--- src/rtl/ex_divider_pkg.sv ---
// Shared divider types.
//   div_state : divider FSM state encoding (IDLE, CALC, DONE)
//   div_f     : function select encoding carried on s_f_i
package p_hardisc;

    typedef enum logic [1:0] {
        IDLE = 2'b00,
        CALC = 2'b01,
        DONE = 2'b10
    } div_state;

    typedef enum logic [1:0] {
        DIV_F_DIV  = 2'b00,
        DIV_F_DIVU = 2'b01,
        DIV_F_REM  = 2'b10,
        DIV_F_REMU = 2'b11
    } div_f;

endpackage

--- src/rtl/ex_divider_seu_regs.sv ---
// Plain storage register exposed as its own instance so each piece of
// divider state can be targeted by upset injection by instance name.
//   s_c_i : clock
//   s_d_i : next value (reset/hold decided by the owner)
//   s_d_o : registered value
module seu_regs #(
    parameter int N = 1
) (
    input  logic         s_c_i,
    input  logic [N-1:0] s_d_i,
    output logic [N-1:0] s_d_o
);

    always_ff @(posedge s_c_i) begin
        s_d_o <= s_d_i;
    end

endmodule

--- src/rtl/ex_divider.sv ---
// Iterative radix-2 restoring divider for the EX stage (DIV/DIVU/REM/REMU).
//
// state | meaning
// ------+--------------------------------------------------------------
// IDLE  | waiting for s_start_i; operands captured on accept
// CALC  | one restoring step per cycle, counter W-1 down to 0
// DONE  | result valid; held while s_stall_i=1
//
// Ports:
//   s_clk_i    : clock, rising edge
//   s_reset_i  : synchronous active-high reset
//   s_start_i  : start request, operands/function sampled in IDLE
//   s_f_i      : function select (div_f)
//   s_op1_i    : dividend
//   s_op2_i    : divisor
//   s_flush_i  : abort from MA stage, returns to IDLE
//   s_stall_i  : hold the result in DONE
//   s_busy_o   : stall request to lower stages
//   s_valid_o  : result available
//   s_result_o : quotient or remainder, 0 when not valid
module ex_divider
    import p_hardisc::*;
#(
    parameter int W = 32
) (
    input  logic         s_clk_i,
    input  logic         s_reset_i,
    input  logic         s_start_i,
    input  logic [1:0]   s_f_i,
    input  logic [W-1:0] s_op1_i,
    input  logic [W-1:0] s_op2_i,
    input  logic         s_flush_i,
    input  logic         s_stall_i,
    output logic         s_busy_o,
    output logic         s_valid_o,
    output logic [W-1:0] s_result_o
);

    localparam logic [5:0]   CNT_INIT = 6'(W - 1);
    localparam logic [W-1:0] MIN_NEG  = {1'b1, {(W-1){1'b0}}};

    logic [1:0]   st_q;
    div_state     st_d;
    div_state     state;
    logic [5:0]   cnt_q, cnt_d;
    logic [W-1:0] quo_q, quo_d;
    logic [W-1:0] rem_q, rem_d;
    logic [W-1:0] dvs_q, dvs_d;
    logic [1:0]   fn_q, fn_d;
    logic         negq_q, negq_d;
    logic         negr_q, negr_d;
    logic [W-1:0] res_q, res_d;

    seu_regs #(.N(2)) EXDIV_STATE    (.s_c_i(s_clk_i), .s_d_i(st_d),   .s_d_o(st_q));
    seu_regs #(.N(6)) EXDIV_COUNTER  (.s_c_i(s_clk_i), .s_d_i(cnt_d),  .s_d_o(cnt_q));
    seu_regs #(.N(W)) EXDIV_QUOTIENT (.s_c_i(s_clk_i), .s_d_i(quo_d),  .s_d_o(quo_q));
    seu_regs #(.N(W)) EXDIV_REMAIN   (.s_c_i(s_clk_i), .s_d_i(rem_d),  .s_d_o(rem_q));
    seu_regs #(.N(W)) EXDIV_DIVISOR  (.s_c_i(s_clk_i), .s_d_i(dvs_d),  .s_d_o(dvs_q));
    seu_regs #(.N(2)) EXDIV_FUNCTION (.s_c_i(s_clk_i), .s_d_i(fn_d),   .s_d_o(fn_q));
    seu_regs #(.N(1)) EXDIV_QSIGN    (.s_c_i(s_clk_i), .s_d_i(negq_d), .s_d_o(negq_q));
    seu_regs #(.N(1)) EXDIV_RSIGN    (.s_c_i(s_clk_i), .s_d_i(negr_d), .s_d_o(negr_q));
    seu_regs #(.N(W)) EXDIV_RESULT   (.s_c_i(s_clk_i), .s_d_i(res_d),  .s_d_o(res_q));

    assign state = div_state'(st_q);

    // Input decode
    div_f         f_in;
    logic         in_signed;
    logic         in_rem;
    logic         op1_neg, op2_neg;
    logic [W-1:0] op1_mag, op2_mag;
    logic         div_zero;
    logic         overflow;
    logic         accept;

    assign f_in = div_f'(s_f_i);

    always_comb begin
        in_signed = 1'b0;
        in_rem    = 1'b0;
        case (f_in)
            DIV_F_DIV:  begin in_signed = 1'b1; in_rem = 1'b0; end
            DIV_F_DIVU: begin in_signed = 1'b0; in_rem = 1'b0; end
            DIV_F_REM:  begin in_signed = 1'b1; in_rem = 1'b1; end
            DIV_F_REMU: begin in_signed = 1'b0; in_rem = 1'b1; end
            default:    begin in_signed = 1'b0; in_rem = 1'b0; end
        endcase
    end

    assign op1_neg  = in_signed & s_op1_i[W-1];
    assign op2_neg  = in_signed & s_op2_i[W-1];
    assign op1_mag  = op1_neg ? -s_op1_i : s_op1_i;
    assign op2_mag  = op2_neg ? -s_op2_i : s_op2_i;
    assign div_zero = (s_op2_i == '0);
    assign overflow = in_signed & (s_op1_i == MIN_NEG) & (s_op2_i == '1);
    assign accept   = (state == IDLE) & s_start_i & ~s_flush_i;

    // Restoring step. The shifted partial remainder needs W+1 bits; since it
    // is always below 2*divisor, bit W of the difference is the borrow.
    logic [W:0]   shifted;
    logic [W:0]   trial;
    logic         fits;
    logic [W-1:0] rem_step, quo_step;
    logic [W-1:0] res_calc;

    assign shifted  = {rem_q, quo_q[W-1]};
    assign trial    = shifted - {1'b0, dvs_q};
    assign fits     = ~trial[W];
    assign rem_step = fits ? trial[W-1:0] : shifted[W-1:0];
    assign quo_step = {quo_q[W-2:0], fits};

    always_comb begin
        res_calc = '0;
        case (div_f'(fn_q))
            DIV_F_DIV, DIV_F_DIVU: res_calc = negq_q ? -quo_step : quo_step;
            DIV_F_REM, DIV_F_REMU: res_calc = negr_q ? -rem_step : rem_step;
            default:               res_calc = '0;
        endcase
    end

    // Next-state and datapath update
    always_comb begin
        st_d   = state;
        cnt_d  = cnt_q;
        quo_d  = quo_q;
        rem_d  = rem_q;
        dvs_d  = dvs_q;
        fn_d   = fn_q;
        negq_d = negq_q;
        negr_d = negr_q;
        res_d  = res_q;

        case (state)
            IDLE: begin
                if (accept) begin
                    fn_d   = s_f_i;
                    negq_d = op1_neg ^ op2_neg;
                    negr_d = op1_neg;
                    quo_d  = op1_mag;
                    rem_d  = '0;
                    dvs_d  = op2_mag;
                    if (div_zero) begin
                        st_d  = DONE;
                        res_d = in_rem ? s_op1_i : '1;
                    end else if (overflow) begin
                        st_d  = DONE;
                        res_d = in_rem ? '0 : MIN_NEG;
                    end else begin
                        st_d  = CALC;
                        cnt_d = CNT_INIT;
                    end
                end
            end
            CALC: begin
                quo_d = quo_step;
                rem_d = rem_step;
                if (cnt_q == 6'd0) begin
                    st_d  = DONE;
                    res_d = res_calc;
                end else begin
                    cnt_d = cnt_q - 6'd1;
                end
            end
            DONE: begin
                if (!s_stall_i) begin
                    st_d = IDLE;
                end
            end
            default: begin
                st_d = IDLE;
            end
        endcase

        if (s_flush_i) begin
            st_d  = IDLE;
            cnt_d = 6'd0;
        end

        if (s_reset_i) begin
            st_d   = IDLE;
            cnt_d  = 6'd0;
            quo_d  = '0;
            rem_d  = '0;
            dvs_d  = '0;
            fn_d   = 2'b00;
            negq_d = 1'b0;
            negr_d = 1'b0;
            res_d  = '0;
        end
    end

    assign s_valid_o  = (state == DONE);
    assign s_result_o = s_valid_o ? res_q : '0;
    assign s_busy_o   = ~s_reset_i & ((state == CALC) | accept);

endmodule
--- config.mk ---
export PLATFORM = sky130hd
export DESIGN_NAME = ex_divider
export DESIGN_NICKNAME = d
export VERILOG_FILES = /design/src/rtl/ex_divider_pkg.sv /design/src/rtl/ex_divider_seu_regs.sv /design/src/rtl/ex_divider.sv
export SDC_FILE = /design/constraint.sdc
export NUM_CORES = 1
export LEC_CHECK = 0
export BUFFER_PORTS_ARGS = -buffer_cell sky130_fd_sc_hd__buf_2
export CORE_MARGIN = 10
export CORE_UTILIZATION = 57
export CTS_CLUSTER_DIAMETER = 100
export DETAILED_ROUTE_END_ITERATION = 7
export PLACE_DENSITY_LB_ADDON = 0.08
export SLEW_MARGIN = 20
export SYNTH_ARGS = -nofsm -noshare
export SYNTH_HDL_FRONTEND = slang
export SYNTH_SLANG_ARGS = --single-unit
--- constraint.sdc ---
create_clock -name s_clk_i -period 7.75 [get_ports s_clk_i]
set_input_delay 0.775 -clock s_clk_i [delete_from_list [all_inputs] [get_ports s_clk_i]]
set_output_delay 0.775 -clock s_clk_i [all_outputs]
set_load 0.03 [all_outputs]
==> Yosys cells after proc, flatten, opt, wreduce, memory -nomap -nowiden <==
Cells that the tools add are included.
{ "classes": {"addsub": 6, "eq_ne": 17, "mux": 31, "bitwise_logic": 12, "reduce_logical": 18} }
{ "ops": {"columns": ["operator", "n"], "rows": [
  ["two-way mux 32 bit", 14],
  ["case mux 32 bit (2 select lines)", 4],
  ["negator 32 bit", 4],
  ["== test 32 bit (second input constant)", 2],
  ["subtractor 33 x 32 -> 33 bit", 1],
  ["zero test 32 bit", 1],
  ["two-way mux 6 bit", 4],
  ["OR reduction 2 bit", 7],
  ["inequality test 2 bit (second input constant)", 6],
  ["case mux 6 bit (2 select lines)", 1],
  ["== test 2 bit (second input constant)", 5],
  ["two-way mux 2 bit", 5],
  ["bitwise AND 1 bit", 7],
  ["== test 2 x 1 -> 1 bit (second input constant)", 3],
  ["zero test 2 bit", 3],
  ["zero test 6 bit", 1],
  ["case mux 2 bit (3 select lines)", 1],
  ["subtractor 6 x 1 -> 6 bit (second input constant)", 1],
  ["AND reduction 5 bit", 1],
  ["case mux 1 bit (2 select lines)", 2],
  ["AND reduction 2 bit", 2],
  ["AND reduction 4 bit", 1],
  ["inequality test 3 bit (second input constant)", 1],
  ["NOT 1 bit", 3],
  ["other kinds (4)", 4]
]} }
{ "totals": {"reg_bits": 140, "input_bits": 71, "wordCells": 93} }

==> Depth between registers and ports, before layout <==
Gate-level depths: netlist of the first run.
{ "logic_depth": {"ltp_word": 9, "ltp_mapped": 22, "ltp_nobuf": 21} }

==> Cells and area by module <==
Synthesis of the first run repeated with hierarchy kept, for this count alone.
{ "unflattened": {"hier_cells": 1643, "area_unflattened_um2": 11668.7} }
{ "modules_own_cells": {"columns": ["module", "n_inst", "cells_each", "area_per_inst_um2"], "rows": [
  ["ex_divider", 1, 1503, 8866.0],
  ["seu_regs (EXDIV_DIVISOR ...)", 4, 32, 640.6],
  ["seu_regs (EXDIV_COUNTER)", 1, 6, 120.1],
  ["seu_regs (EXDIV_FUNCTION ...)", 2, 2, 40.0],
  ["seu_regs (EXDIV_QSIGN ...)", 2, 1, 20.0]
]} }

==> Worst setup path before layout of the first run <==
OpenSTA, ideal clock, no wires.
{ "synth_path": {"path_kind": "flip-flop to flip-flop", "start": "reg EXDIV_QUOTIENT.s_d_o[31]", "end": "reg EXDIV_RESULT.s_d_o[26]", "t_arrival_ns": 4.290, "required_ns": 7.628, "setup_slack_ns": 3.338, "path_stages_with_launch": 22, "n_path_buf": 3, "period_less_slack_ns": 4.412, "path_cell_list": "dfxtp_1 -> inv_1 -> ha_1 -> fa_1 -> nor2b_1 -> o31a_2 -> o2111ai_1 -> o31ai_1 -> o21a_4 -> o21a_4 -> nor2_2 -> buf_6 -> buf_2 -> buf_2 -> nand2_1 -> o21ai_0 -> ha_1 -> o21ai_2 -> or4_4 -> o31ai_4 -> xnor2_1 -> o21ai_1"} }
{ "synth_between": {"elab_chain_len": 7, "word_cells_on_any_way": 10, "classes_between": "add/sub: 3; mux: 6; bitwise: 1"} }
{ "synth_lines": {"columns": ["element", "line", "text"], "rows": [
  ["start: declaration", "ex_divider_seu_regs.sv:11", "output logic [N-1:0] s_d_o"],
  ["start signal: assignment", "ex_divider_seu_regs.sv:15", "s_d_o <= s_d_i;"],
  ["subtractor 33 x 32 -> 33 bit", "ex_divider.sv:107", "assign trial = shifted - {1'b0, dvs_q};"],
  ["two-way mux 32 bit or NOT 1 bit (tied branches)", "ex_divider.sv:109, ex_divider.sv:108", null],
  ["negator 32 bit (on tied branches)", "ex_divider.sv:116, ex_divider.sv:115", null],
  ["two-way mux 32 bit (on tied branches)", "ex_divider.sv:116, ex_divider.sv:115", null],
  ["case mux 32 bit (2 select lines) *", "ex_divider.sv:114", "case (div_f'(fn_q))"],
  ["two-way mux 32 bit *", "ex_divider.sv:157", "if (cnt_q == 6'd0) begin"],
  ["case mux 32 bit (2 select lines) *", "ex_divider.sv:133", "case (state)"],
  ["end signal: assignment", "ex_divider_seu_regs.sv:15", null],
  ["end: declaration", "ex_divider_seu_regs.sv:11", null]
]} }
Every way passes the cells marked *; elsewhere a longest branch is shown, timed or not. The select of a mux whose other input is x is not followed.
A chain may end at the register's enable or synchronous reset.

==> Final worst setup path of the first run <==
Same ends and word-level chain as after synthesis.

==> results of run 1 <==
-- power by group --
group / internal (mW) / leakage, nW / total [mW] / switching (mW)
sequential: 0.743 / 1.13 / 0.775 / 0.0324
combinational: 0.226 / 3.45 / 0.644 / 0.418
clock: 0.517 / 0.294 / 0.868 / 0.351
total: 1.49 / 4.87 / 2.29 / 0.801
-- worst reg2reg max path, cell delays in order (launching register included) --
cell       delay, ns
dfxtp_1         0.33
inv_1           0.07
ha_1            0.22
fa_1            0.24
nor2b_1         0.08
o31a_2          0.34
o2111ai_1       0.22
o31ai_1         0.17
o21a_4          0.28
nor3_4          0.64
nor2_4          0.04
inv_2           0.30
ha_1            0.28
nand3b_1        0.16
nor2_1          0.19
nand3_1         0.20
o21ai_0         0.51
nand2_1         0.13
xnor2_1         0.18
a21oi_1         0.14
a32oi_1         0.26
o21ai_1         0.10
-- synthesized netlist by cell type, types with 7 or more instances --
cell / instances / area [um^2]
nand2b_1: 15 / 93.8
o21ai_0: 102 / 510
a31oi_1: 39 / 244
buf_2: 7 / 35.0
nand2_1: 165 / 619
o21a_1: 14 / 105
nor3_1: 32 / 160
a21o_1: 16 / 120
nand4_1: 18 / 113
nor2_1: 151 / 567
or4_1: 12 / 90.1
clkbuf_1: 82 / 308
mux2i_1: 17 / 170
buf_1: 9 / 33.8
nand3_1: 39 / 195
a22oi_1: 35 / 263
dfxtp_1: 139 / 2780
or2_2: 7 / 43.8
a211oi_1: 41 / 308
nor4_1: 13 / 81.3
o31ai_1: 29 / 218
o211ai_1: 9 / 67.6
a21oi_1: 152 / 761
or3_1: 17 / 106
nand3b_1: 7 / 52.6
xnor2_1: 63 / 552
xor2_1: 65 / 569
a221oi_1: 7 / 61.3
ha_1: 39 / 488
inv_1: 58 / 218
a311oi_1: 8 / 70.1
and2_1: 41 / 257
o41ai_1: 9 / 78.8
mux2_2: 8 / 90.1
-- cells by family (layout without fill, tap and decap cells) --
| kind of cell | count (synthesis) | after routing |
|---|---|---|
| XOR/XNOR | 128 | 128 |
| flip-flops | 139 | 139 |
| buffers and inverters | 168 | 209 |
| AO/OA/AOI/OAI | 545 | 545 |
| adder cells (fa/ha/maj) | 40 | 40 |
| AND/OR/NAND/NOR | 560 | 560 |
| multiplexers | 25 | 25 |
-- path summary, 6_finish.rpt --
kind / start / endpoint / slack (ns) / cells after the start
setup reg to reg: EXDIV_QUOTIENT.s_d_o[31] / EXDIV_RESULT.s_d_o[26] / 2.56 / 21
setup / recovery: EXDIV_QUOTIENT.s_d_o[31] / EXDIV_RESULT.s_d_o[26] / 2.56 / 21
hold / removal: EXDIV_RESULT.s_d_o[23] / EXDIV_RESULT.s_d_o[23] / 0.44 / 1
hold reg to reg: EXDIV_RESULT.s_d_o[23] / EXDIV_RESULT.s_d_o[23] / 0.44 / 1
-- layer usage --
| layer | vias up | routed length [um] | track usage (%) |
|---|---|---|---|
| li1 | 5898 | - | - |
| met1 | 5781 | 17600 | 40.9 |
| met3 | 77 | 4540 | 8.10 |
| met4 | 2 | 1040 | 8.37 |
| met5 | - | 12 | 0 |
| met2 | 636 | 17600 | 43.8 |
-- final cells by class --
type	instances	share of cell area [%]
Clock buffer	19	3.45
Timing Repair Buffer	117	4.83
Tap cell	270	2.63
Sequential cell	139	21.7
Multi-Input combinational cell	1298	64.4
Clock inverter	13	1.28
Inverter	60	1.75
-- state kept, by name, indices dropped and copies added (netlist names) --
name,cells
EXDIV_QUOTIENT.s_d_o,32
EXDIV_DIVISOR.s_d_o,32
EXDIV_RESULT.s_d_o,32
EXDIV_FUNCTION.s_d_o,1
EXDIV_REMAIN.s_d_o,32
EXDIV_RSIGN.s_d_o,1
EXDIV_QSIGN.s_d_o,1
EXDIV_COUNTER.s_d_o,6
EXDIV_STATE.s_d_o,2
==> impl_results.md, run 1 <==
* Number of antenna violations at the first check in global routing at 1
* Type of the worst setup path: flip-flop to flip-flop
* Share of the synthesized area in compound gates (AO/OA/AOI/OAI) at 30.8%
* Sink count of the clock tree at between 100 and 150
* Pre-CTS setup slack at roughly 2.7 ns
* Core footprint at between 20000 and 25000 um^2
* Power after layout at 2.29 mW
* # port buffers at ~100
* Largest voltage drop on the vdd net at about 0.00014 V
* Count of endpoints failing hold in the final timing report at 0
* Adder-cell share of the synthesized area at 4.33%
* Routability-driven placement congestion ratio at just under 1
* Post-route non-filler standard cell count at 1916
* Avg Synthesized Cell Area at 7.31 um^2
* Via count of the first global-routing pass at 11376
* Count of yosys warnings during synthesis at 0
* Max-capacitance violation count at 0
* Final Skew at 0.0122 ns
* Kind of capture point of the worst setup path: flip-flop
* Register bit total from synthesis at 139
* Proportion of synthesized chip area in sequential cells at 23.7%
* First-pass detailed-route iteration total at 7
* Pwr dens at 178 nW/um^2
* GRT Residual Overflow at 0
* Unrepaired setup endpoints after global routing: false
* Arrival @ worst endpoint at about 5.5 ns
* Drc violations at 0
* Worst hold slack at 0.444 ns
* Overall global routing resource usage at between 20% and 30%
* Maximum clock insertion buffer count at 2
* Count of hold buffers inserted by post-cts repair at 0
* Net count of the mapped netlist at 1716
* Non-Filler Cell Area, Final at 12800 um^2
* Number of enable flip-flop cells after synthesis at 0
* Endpoint required time on the critical path at 8.06 ns
* Slew at the pin closest to its max-slew limit at 0.955 ns
* TritonCTS Buffers at 17
* Fraction of layout cells with a size suffix above 1 at 12.2%
* Final core utilization at 63.5%
* Async SR Flop Fraction at 0%
* Wire length reported by the detailed router at just over 40000 um
* Layout Nets at 1744
* Half-perimeter wire length of the detailed placement result at 30500 um
* Wire length of the first global-routing pass at around 63000 um
* Fin. max-slew vios at 0
* Critical Path Max Stage Delay at 0.64 ns
* Worst relative slew slack at 35.5%
* Maximum number of pins on one net before global-route repair at 69
* Initial Utilization at around three fifths
* Total of endpoints with negative setup slack in the final report at 0
* Class of the tightest hold or removal check: flip-flop to flip-flop
* Most common cell type on the critical path: ha_1
* Combinational family with the most area after synthesis: compound AO/OA/AOI/OAI gates
* Number of rows in the core area at 52
* Slowest CP cell: nor3_4
* 1st-iter DRT viols at 1437
* Primary flip-flop cell chosen by synthesis mapping: dfxtp_1
* Vias per inst at 6.47
* Most frequent standard cell in the layout excluding fill and tap cells: nand2_1
* Post-Syn Area at about 12000 um^2
* Synth-to-layout area growth at 9.49%
* Highest attainable clock frequency at 193 MHz
* Number of gates resized after cts at 0
* Avg WL per Cell at 21.3 um
* Standby leakage power at 4.87 nW
* CTS H-tree lvls at 4
* Total via count after detailed routing at 12394
* Final total negative setup slack at 0 ns
* Root buffer cell: clkbuf_16
* Area of combinational cells with multiple inputs at 8280 um^2
* Final worst-path setup slack at 2.56 ns
* Post-route clock period utilization at 66.9%
* Horiz. Die Dim at 163 um
* Clock Pin Slew Worst Setup and Hold Paths at 0.06 ns
* Share of cell area taken by muxes after synthesis at 2.22%
* Syn Inst Count at 1605
* Buf+Inv Stages, Crit Path at 2
* Chip height at 163 um
* Antenna viol nets, final at 0
* Final Critical Period at 5.19 ns
* Placement Cell Area at 12200 um^2
* Die Footprint at between 20000 and 30000 um^2
* Top-level I/O count at 105
* Synth unique cells at a little under 100
* Worst Setup Start Kind: flip-flop
* Placed insts at 1884
* Post-Synth Simple-Gate Area at 23.5%
* CTS tree: built
* Number of fillers in the final layout at 1867
* Commonest cells after routing, fill and taps aside: nand2_1 (165), a21oi_1 (152), nor2_1 (149)
* Insertion delay to the later sink of the worst-skew pair at 0.44 ns
* Maximum fanout encountered on the critical timing path at 16
* Cell breakdown of the critical path: inv_1 -> ha_1 -> fa_1 -> nor2b_1 -> o31a_2 -> o2111ai_1 -> o31ai_1 -> o21a_4 -> nor3_4 -> nor2_4 -> inv_2 -> ha_1 -> nand3b_1 -> nor2_1 -> nand3_1 -> o21ai_0 -> nand2_1 -> xnor2_1 -> a21oi_1 -> a32oi_1 -> o21ai_1
* Run status: completed
* Post-CTS Setup Inserts at 0
* Fraction of synthesized cell area in xor and xnor cells at 9.55%
* Antenna cell count at 0
* Kind of cell adding the most delay to the critical path: compound AO/OA/AOI/OAI gates
* Sequential Area at 2780 um^2
(Power assumes the default switching activity.)
==> run 2, diff against run 1 <==
==> constraint.sdc (replaced) <==
create_clock -name s_clk_i -period 5.1 [get_ports s_clk_i]
set_input_delay 0.51 -clock s_clk_i [delete_from_list [all_inputs] [get_ports s_clk_i]]
set_output_delay 0.51 -clock s_clk_i [all_outputs]
set_load 0.03 [all_outputs]
==> run 2 against run 1 <==
Effect of this change: die area unchanged; critical path depth is 2 lower; register-to-register slack lost 2.2 ns; sequential power is 52% higher; sequential share of layout area fell by 0.13 points; critical endpoint is now EXDIV_RESULT.s_d_o[30]; global-route usage is 0.50 points higher; flip-flop and latch count did not move.
==> impl_results.md, run 2 (same netlist as run 1, synthesis figures left out) <==
* Vias per inst at approximately 6.5
* Total of endpoints with negative setup slack in the final report at 0
* Overall global routing resource usage at 30.0%
* Class of the tightest hold or removal check: input port to flip-flop
* Number of antenna violations at the first check in global routing at 0
* Slowest CP cell: a211oi_1
* Final worst-path setup slack at 0.376 ns
* Type of the worst setup path: flip-flop to flip-flop
* TritonCTS Buffers at 17
* Initial Utilization at between 50% and 60%
* Drc violations at 0
* Fraction of layout cells with a size suffix above 1 at 13.0%
* 1st-iter DRT viols at 1458
* Worst Setup Start Kind: flip-flop
* R2R Path End: EXDIV_RESULT.s_d_o[30]
* Top-level I/O count at 105
* CTS tree: built
* Largest voltage drop on the vdd net at roughly 0.00023 V
* Unrepaired setup endpoints after global routing: false
* Maximum fanout encountered on the critical timing path at 15
* Run status: completed
* Final total negative setup slack at 0 ns
* Antenna cell count at 0
* Logic depth of the worst register-to-register path at 19
* Root buffer cell: clkbuf_16
* Arrival @ worst endpoint at around 5.0 ns
* Kind of cell adding the most delay to the critical path: compound AO/OA/AOI/OAI gates
* CP Depth at 19
* Power after layout at 3.39 mW
* Max-capacitance violation count at 0
* Cell breakdown of the critical path: inv_1 -> ha_1 -> fa_1 -> nor2b_1 -> o31a_2 -> o2111ai_1 -> o31ai_1 -> o21a_4 -> o21a_4 -> nor2_4 -> buf_4 -> nand2_1 -> o21ai_0 -> ha_1 -> o221ai_1 -> a211oi_1 -> a31oi_1 -> nor4_1 -> o21ai_0
* Layout Nets at 1762
* Commonest cells after routing, fill and taps aside: nand2_1 (165), a21oi_1 (152), nor2_1 (149)
* Half-perimeter wire length of the detailed placement result at 31500 um
* Die Footprint at 26700 um^2
* Number of fillers in the final layout at 1910
* # port buffers at 104
* Clock Pin Slew Worst Setup and Hold Paths at 0.07 ns
* Critical Path Max Stage Delay at 0.45 ns
* Antenna viol nets, final at 0
* Buf+Inv Stages, Crit Path at 2
* Number of rows in the core area at 52
* Standby leakage power at ~4.9 nW
* Via count of the first global-routing pass at ~11000
* Final core utilization at 63.9%
* Sink count of the clock tree at roughly 140
* Wire length reported by the detailed router at 41800 um
* Fin. max-slew vios at 0
* Maximum clock insertion buffer count at 2
* Routability-driven placement congestion ratio at roughly 1.1
* Chip height at between 150 and 200 um
* CTS H-tree lvls at 4
* Kind of capture point of the worst setup path: flip-flop
* GRT Residual Overflow at 0
* Final Skew at 0.0230 ns
* Worst relative slew slack at 32.8%
* Slew at the pin closest to its max-slew limit at 1.00 ns
* Maximum number of pins on one net before global-route repair at a little under 90
* Pwr dens at 262 nW/um^2
* Area of combinational cells with multiple inputs at 8280 um^2
* Total via count after detailed routing at 12653
* Synth-to-layout area growth at 10.2%
* Reg2reg start: EXDIV_QUOTIENT.s_d_o[31]
* R2R setup slack at about 0.38 ns
* Post-route clock period utilization at between 90% and 100%
* Worst setup path end: EXDIV_RESULT.s_d_o[30]
* Avg WL per Cell at 21.6 um
* Insertion delay to the later sink of the worst-skew pair at 0.44 ns
* Most frequent standard cell in the layout excluding fill and tap cells: nand2_1
* Highest attainable clock frequency at ~210 MHz
* Final Critical Period at 4.72 ns
* Number of gates resized after cts at 0
* Count of endpoints failing hold in the final timing report at 0
* Horiz. Die Dim at 163 um
* Wire length of the first global-routing pass at 64000 um
* First element of the critical path: EXDIV_QUOTIENT.s_d_o[31]
* Core footprint at 20200 um^2
* Sequential Area at about 2800 um^2
* Endpoint required time on the critical path at 5.42 ns
* First-pass detailed-route iteration total at 7
* Pre-CTS setup slack at 0.381 ns
## run 2: cell types whose count changed in the layout (fill, tap and decap cells not counted), sizes merged
cell      previous run  this run
bufinv               3         1
buf                117       135
clkinv               6         5
clkinvlp             2         5
## run 2: worst min path at each step
stage | start | to | slack (ns) | depth (start not counted)
2_1_floorplan | EXDIV_RESULT.s_d_o[11] | EXDIV_RESULT.s_d_o[11] | 0.42 | 2
6_report | s_stall_i | EXDIV_STATE.s_d_o[1] | 0.33 | 3
4_1_cts | s_stall_i | EXDIV_STATE.s_d_o[1] | 0.32 | 3
5_1_grt | s_stall_i | EXDIV_STATE.s_d_o[1] | 0.34 | 3
3_5_place_dp | EXDIV_RESULT.s_d_o[23] | EXDIV_RESULT.s_d_o[23] | 0.43 | 1
3_3_place_gp | EXDIV_RESULT.s_d_o[23] | EXDIV_RESULT.s_d_o[23] | 0.43 | 1
## run 2: per-stage QoR
step	instance area [um^2]	std cells	hold WS, ns
global placement	12400	1901	0.432
finish	12900	1934	0.332
detailed placement	12400	1901	0.433
floorplan	11700	1605	0.417
CTS	12900	1933	0.321
global route	12900	1934	0.345
## run 2: metal layers
metal | vias to the layer above | global-route usage, % | part of all wire (%)
li1 | 5969 | - | -
met5 | - | 0 | 0
met2 | 702 | 43.7 | 42
met4 | 0 | 9.42 | 2.8
met3 | 84 | 7.20 | 11
met1 | 5898 | 42.6 | 44
## run 2: area by class of cell
class                   instances  share of cell area (%)
repair buffers                135                    5.85
inverters                      60                    1.74
multi-input cells            1298                    64.0
clock buffers                  19                    3.35
clock inverters                13                   0.910
well taps                     270                    2.61
flip-flops and latches        139                    21.5
## run 2: repair_timing
action,in CTS,in global routing
hold endpoints to repair,0,0
hold buffers,0,0
endpoints found under the setup margin,0,2
buffers inserted,0,1
## run 2: worst register-to-register path, stage by stage, from the launching register on
cell	delay [ns]
dfxtp_1	0.35
inv_1	0.07
ha_1	0.23
fa_1	0.25
nor2b_1	0.09
o31a_2	0.34
o2111ai_1	0.21
o31ai_1	0.17
o21a_4	0.28
o21a_4	0.29
nor2_4	0.22
buf_4	0.25
nand2_1	0.10
o21ai_0	0.15
ha_1	0.38
o221ai_1	0.26
a211oi_1	0.45
a31oi_1	0.15
nor4_1	0.26
o21ai_0	0.11
## run 2: power by group
group | switching (mW) | total (mW) | internal (mW)
logic | 0.649 | 1.01 | 0.359
registers | 0.0491 | 1.18 | 1.13
clock network | 0.531 | 1.20 | 0.672
total | 1.23 | 3.39 | 2.16
